===== src/rtl/signal_step_sequencer.sv =====
// Step-rate divider, wrapping sine-ROM address and ROM read-latency pipeline; octave speed control from button pulses.
// Latency: inc_data/mem_addr registered; sample/sample_valid arrive MEM_LAT+1 cycles after the inc_data pulse.
// No backpressure: ticks free-run at the current period, and every issued read is delivered in order.
module signal_step_sequencer #(
    parameter int ADDR_W    = 10,
    parameter int DATA_W    = 16,
    parameter int DIV_W     = 24,
    parameter int DIV_MIN   = 1,
    parameter int DIV_MAX   = 1048576,
    parameter int DIV_RESET = 48,
    parameter int MEM_LAT   = 2
) (
    input  logic              clk,
    input  logic              rst_n,
    input  logic              run,
    input  logic              sw_up,
    input  logic              sw_down,
    output logic [ADDR_W-1:0] mem_addr,
    input  logic [DATA_W-1:0] mem_q,
    output logic              inc_data,
    output logic [DATA_W-1:0] sample,
    output logic              sample_valid,
    output logic [DIV_W-1:0]  period,
    output logic              at_min,
    output logic              at_max
);

    // Limits held one bit wider than the period so shifted values compare without wrapping.
    localparam logic [DIV_W:0]   MIN_W   = (DIV_W+1)'(DIV_MIN);
    localparam logic [DIV_W:0]   MAX_W   = (DIV_W+1)'(DIV_MAX);
    localparam logic [DIV_W-1:0] RESET_W = DIV_W'(DIV_RESET);

    logic [DIV_W-1:0]   cnt;
    logic [DIV_W-1:0]   period_nxt;
    logic               period_chg;
    logic [DIV_W:0]     halved;
    logic [DIV_W:0]     doubled;
    // lat[MEM_LAT-1] marks the cycle in which mem_q holds the word for an earlier tick.
    logic [MEM_LAT-1:0] lat;

    assign at_min = (period == MIN_W[DIV_W-1:0]);
    assign at_max = (period == MAX_W[DIV_W-1:0]);

    // Next period: halve/double with clamping; simultaneous pulses cancel out.
    always_comb begin
        halved     = {1'b0, period} >> 1;
        doubled    = {1'b0, period} << 1;
        period_nxt = period;
        if (sw_up && !sw_down) begin
            period_nxt = (halved < MIN_W) ? MIN_W[DIV_W-1:0] : halved[DIV_W-1:0];
        end else if (sw_down && !sw_up) begin
            period_nxt = (doubled > MAX_W) ? MAX_W[DIV_W-1:0] : doubled[DIV_W-1:0];
        end
        period_chg = (period_nxt != period);
    end

    // Period register.
    always_ff @(posedge clk or negedge rst_n) begin
        if (!rst_n) begin
            period <= RESET_W;
        end else begin
            period <= period_nxt;
        end
    end

    // Tick generator: a period change restarts the count and outranks the terminal count.
    always_ff @(posedge clk or negedge rst_n) begin
        if (!rst_n) begin
            cnt      <= '0;
            inc_data <= 1'b0;
            mem_addr <= '0;
        end else if (period_chg || !run) begin
            cnt      <= '0;
            inc_data <= 1'b0;
        end else if (cnt == period - DIV_W'(1)) begin
            cnt      <= '0;
            inc_data <= 1'b1;
            mem_addr <= mem_addr + ADDR_W'(1);
        end else begin
            cnt      <= cnt + DIV_W'(1);
            inc_data <= 1'b0;
        end
    end

    // Read pipeline: keeps shifting regardless of run so in-flight reads drain.
    always_ff @(posedge clk or negedge rst_n) begin
        if (!rst_n) begin
            lat          <= '0;
            sample       <= '0;
            sample_valid <= 1'b0;
        end else begin
            lat          <= MEM_LAT'({lat, inc_data});
            sample_valid <= lat[MEM_LAT-1];
            if (lat[MEM_LAT-1]) begin
                sample <= mem_q;
            end
        end
    end

endmodule


===== config.mk =====
export PLATFORM = sky130hd
export DESIGN_NAME = signal_step_sequencer
export DESIGN_NICKNAME = d
export VERILOG_FILES = /design/src/rtl/signal_step_sequencer.sv
export SDC_FILE = /design/constraint.sdc
export NUM_CORES = 1
export LEC_CHECK = 0
export ABC_AREA = 1
export CORE_ASPECT_RATIO = 1.75
export CORE_MARGIN = 2
export CORE_UTILIZATION = 56
export DETAILED_ROUTE_END_ITERATION = 10
export PLACE_DENSITY = 0.86
export SLEW_MARGIN = 20
export SYNTH_ARGS = -nofsm -noshare
export SYNTH_HDL_FRONTEND = slang
export SYNTH_SLANG_ARGS = --single-unit

===== constraint.sdc =====
create_clock -name clk -period 3.3 [get_ports clk]
set_clock_uncertainty 0.05 [all_clocks]
set_input_delay 0.99 -clock clk [delete_from_list [all_inputs] [get_ports clk]]
set_output_delay 0.99 -clock clk [all_outputs]
set_load 0.01 [all_outputs]

### Word level (Yosys, flattened, before mapping)

Index checks and enable logic that the tools add are counted.

| storage, ports and cells | value |
|---|---|
| register bits | 78 |
| input port bits | 21 |
| word-level logic and storage cells | 32 |

| operators by class | value |
|---|---|
| $add $sub $neg | 3 |
| order comparisons | 2 |
| eq/ne operators | 4 |
| mux-type cells | 8 |
| bitwise operators | 1 |
| reduce and logical (&&, ||, !) cells | 7 |

Operators with widths:

| kind | number |
|---|---|
| 24-bit 2-to-1 mux | 5 |
| 25-bit by 21-bit greater-than comparator with 1-bit output (second input constant) | 1 |
| 24-bit by 1-bit adder with 24-bit output (second input constant) | 1 |
| 24-bit by 1-bit == test with 1-bit output (second input constant) | 1 |
| 24-bit by 21-bit == test with 1-bit output (second input constant) | 1 |
| 24-bit == test | 1 |
| 24-bit inequality test | 1 |
| 24-bit by 1-bit subtractor with 24-bit output (second input constant) | 1 |
| 23-bit by 1-bit < comparator with 1-bit output (second input constant) | 1 |
| 23-bit 2-to-1 mux | 1 |
| 10-bit by 1-bit adder with 10-bit output (second input constant) | 1 |
| 1-bit zero test | 3 |
| 1-bit logical AND | 2 |
| 1-bit 2-to-1 mux | 2 |
| 2-bit AND reduction | 1 |
| 1-bit logical OR | 1 |
| 1-bit inverter | 1 |

### Depth between registers and ports, before layout

| depth | value |
|---|---|
| word-level depth | 8 |
| depth in mapped cells | 19 |
| gate-level depth less buffers | 18 |

### Least setup slack after synthesis

No wires, ideal clock.

| timing | value |
|---|---|
| kind | flip-flop to output port |
| from | register period[0] |
| to | output port at_max |
| arrival | 1.791 ns |
| required time | 2.260 ns |
| slack | 0.469 ns |
| stages on the path, launching flop included | 9 |
| path buffers | 0 |
| path through | dfrtp_1 -> inv_1 -> ha_1 -> nand2_4 -> nor2_8 -> nand2_1 -> nor2_1 -> nand2_1 -> nor4_1 |

| between the ends | value |
|---|---|
| cells in the longest elaborated chain, start to end | 1 |

Ends and longest elaborated chain:

| item | RTL line | source |
|---|---|---|
| from (decl) | 23 | `output logic [DIV_W-1:0] period,` |
| from (signal assigned) | 62 | `period <= period_nxt;` |
| 24-bit by 21-bit == test with 1-bit output | 42 | `assign at_max = (period == MAX_W[DIV_W-1:0]);` |
| to (decl) | 25 | `output logic at_max` |

No other way between the ends.

### Worst setup path in the final report

| timing | value |
|---|---|
| from | register period[16] |
| to | output port at_min |

| between the ends | value |
|---|---|
| cells in the longest elaborated chain, start to end | 1 |

Ends and longest elaborated chain:

| item | RTL line | source |
|---|---|---|
| 24-bit by 1-bit == test with 1-bit output | 41 | `assign at_min = (period == MIN_W[DIV_W-1:0]);` |
| to (decl) | 24 | `output logic at_min,` |

No other way between the ends.

==> results.sh <==
export IMPL_status="finished, final reports clean"
export IMPL_die_area_mm2=0.01109
export IMPL_dpl_worst_slack_ns=-0.1392
export IMPL_nets=953
export IMPL_drive_gt1_frac=0.1522
export IMPL_detail_route_wl_per_cell_um=16.29
export IMPL_power_density_mw_per_mm2=427.8
export IMPL_end_kind="output port"
export IMPL_stdcell_area_mm2=0.007277
export IMPL_use_met2=0.5787
export IMPL_finalSetupViolCount=0
export IMPL_holdCritPathClass="register to register"
export IMPL_place_area_mm2=0.006928
export IMPL_portBuffers=74
export IMPL_finalMaxSlewViolations=0
export IMPL_coreArea_mm2=0.009910
export IMPL_grt_max_degree=79
export IMPL_crit_path_top_delay_cell="clkdlybuf4s50_1"
export IMPL_clk_pin_slew_ns=0.06
export IMPL_clock_root_buffer="clkbuf_16"
export IMPL_clock_sinks=78
export IMPL_holdPathStages=0
export IMPL_htree_levels=3
export IMPL_timing_setup_tns_ns=0
export IMPL_slew_headroom=0.5188
export IMPL_synthCells=811
export IMPL_top_usage_layer="met2"
export IMPL_cts_made_buffers=9
export IMPL_grt_pass1_vias=5890
export IMPL_syn_area_mm2=0.005732
export IMPL_num_vias=5929
export IMPL_crit_arrival_ns=2.19
export IMPL_period_share=0.9777
export IMPL_grt_pass1_wl_um=27340
export IMPL_period_needed_ns=3.227
export IMPL_fmax_mhz=309.9
export IMPL_crit_type="register to output port"
export IMPL_syn2layout_area_growth_pct=26.96
export IMPL_yosysSeqAreaShare=0.3410
export IMPL_cts_repair_resized=2
export IMPL_critical_path_max_fanout=3
export IMPL_grt_util_met1=0.3215
export IMPL_post_drt_via_cell_ratio=5.604
export IMPL_cts_tree="yes"
export IMPL_drv_cap=0
export IMPL_routabilityCongestion=1.000
export IMPL_slowest_delay_ns=0.58
export IMPL_synth_warnings=0
export IMPL_use_met3=0.05636
export IMPL_clock_insertion_delay_worst_skew_ns=0.35
export IMPL_antenna_found_initial=0
export IMPL_die_x_um=80.48
export IMPL_synthFlopType="dfrtp_1"
export IMPL_async_flop_share=1.000
export IMPL_initial_core_util=0.5784
export IMPL_finalHoldViolations=0
export IMPL_remaining_drc_errors=0
export IMPL_cts_max_path_buffers=2
export IMPL_ys_seq_elements=78
export IMPL_drt_initial_drc_count=654
export IMPL_cts_hold_buffers_added=0
export IMPL_drt_pass1_iter_count=6
export IMPL_ant_nets=0
export IMPL_num_fill_cells=766
export IMPL_cellLeakagePower_uw=0.003578
export IMPL_worst_pin_slew_ns=0.7219
export IMPL_synth_cell_types=45
export IMPL_finalWorstSetupSlack_ns=0.07346
export IMPL_grt_overflow=0
export IMPL_wl_um=17230
export IMPL_rows=48
export IMPL_critPathMostFrequentCell="nand2_1"
export IMPL_grt_usage=0.3225
export IMPL_antenna_cells=0
export IMPL_syn_avg_cell_area_um2=7.068
export IMPL_critPathLaunchType="register"
export IMPL_crit_chain="nor2_1 > nand2_1 > nor2_2 > nand2_1 > nor3_1 > clkdlybuf4s50_1"
export IMPL_io_pins=75
export IMPL_die_h_um=137.8
export IMPL_ir_worst_vdd_v=0.0003027
export IMPL_required_ns=2.26
export IMPL_syn_nets=836
export IMPL_dp_final_hpwl_um=12930
export IMPL_post_cts_buffers=0
export IMPL_reg2reg_depth=15
export IMPL_synth_edf_count=0
[cell usage in the layout (no fill, tap or decap), types with 2 or more instances in the layout]
cell	count
nor2_4	5
nor4_1	4
clkdlybuf4s50_1	72
nand2_2	4
nand4_1	28
clkbuf_16	9
nand2_4	3
o21ai_0	7
o211ai_1	2
ha_1	4
nor2_2	13
nor2_1	92
inv_1	90
o22ai_1	2
bufinv_16	2
mux2_2	16
a21oi_1	15
or2_2	4
buf_4	53
dfstp_2	2
inv_6	2
clkinvlp_4	2
nand3_1	58
nand3b_1	2
nand2_1	254
dfrtp_1	75
xnor2_1	13
xor2_1	47
buf_12	2
nor3_1	15
nor3_2	17
[worst paths after layout]
path	from	endpoint	slack, ns
max	period[16]	at_min	0.07
min	lat[0]	lat[1]	0.31
max reg2reg	period[13]	cnt[22]	0.41
min reg2reg	lat[0]	lat[1]	0.31
max in group asynchronous	rst_n	period[22]	2.04
min in group asynchronous	rst_n	cnt[5]	0.63
[cell type report]
type                            instances  area, um^2  share of cell area
Clock inverter                          6       92.59             0.01272
Multi-Input combinational cell        618        3319              0.4562
Sequential cell                        78        1956              0.2687
Timing Repair Buffer                  129        1179              0.1620
Clock buffer                           10       229.0             0.03146
Inverter                               92       345.3             0.04746
Tap cell                              125       156.4             0.02149
[cell families after synthesis]
family,count (synthesis),share of synthesized area
AND/OR/NAND/NOR,508,0.4110
buffers and inverters,115,0.08404
flip-flops,78,0.3410
XOR/XNOR,61,0.09561
AO/OA/AOI/OAI,29,0.02816
multiplexers,16,0.03143
adder cells (fa/ha/maj),4,0.008732
[stage by stage]
stage	power, uW	hold slack, ns	utilization	std cells
after global placement	1983	0.2855	0.6991	1042
after detailed placement	1998	0.3030	0.6991	1042
final	3113	0.3111	0.7343	1058
after CTS	3089	0.3175	0.7317	1058
after global routing	3249	0.3339	0.7343	1058
after floorplan	1614	0.2812	-	811
[worst max-delay path: cells and delay by family, from the launching register on]
kind / cells / cell delay (ns)
and+or+nand+nor: 5 / 0.89
buffers and inverters: 1 / 0.58
DFF: 1 / 0.37
[power breakdown]
part / switching [uW] / internal (uW)
registers: 38.3 / 1000
logic: 596 / 381
clock network: 428 / 668
total: 1060 / 2050
[flip-flops by register name, summed over array words and instances (netlist names)]
signal	flops
cnt	24
sample	16
inc_data	1
lat	2
period	24
mem_addr	10
sample_valid	1
[per-layer routing]
metal	vias to the layer above	wire length [um]
met2	300	9159
li1	2808	-
met5	-	0
met1	2708	5796
met3	113	1009
met4	0	1269
[cells in the mapped netlist (all sizes together) (2+ instances only)]
cell type  number  area [um^2]
nand2         261         1012
nor2          111        493.0
inv            91        341.6
dfrtp          76         1902
nand3          60        317.8
xor2           47        411.6
nor3           32        245.2
nand4          29        187.7
buf            16        110.1
mux2           16        180.2
a21oi          15        75.07
xnor2          13        113.9
clkbuf          7        26.28
o21ai           7        35.03
ha              4        50.05
nor4            4        25.02
or2             4        25.02
dfstp           2        52.55
nand3b          2        15.01
o211ai          2        15.01
o22ai           2        12.51
Note: power is estimated with default switching activity, not from simulation.
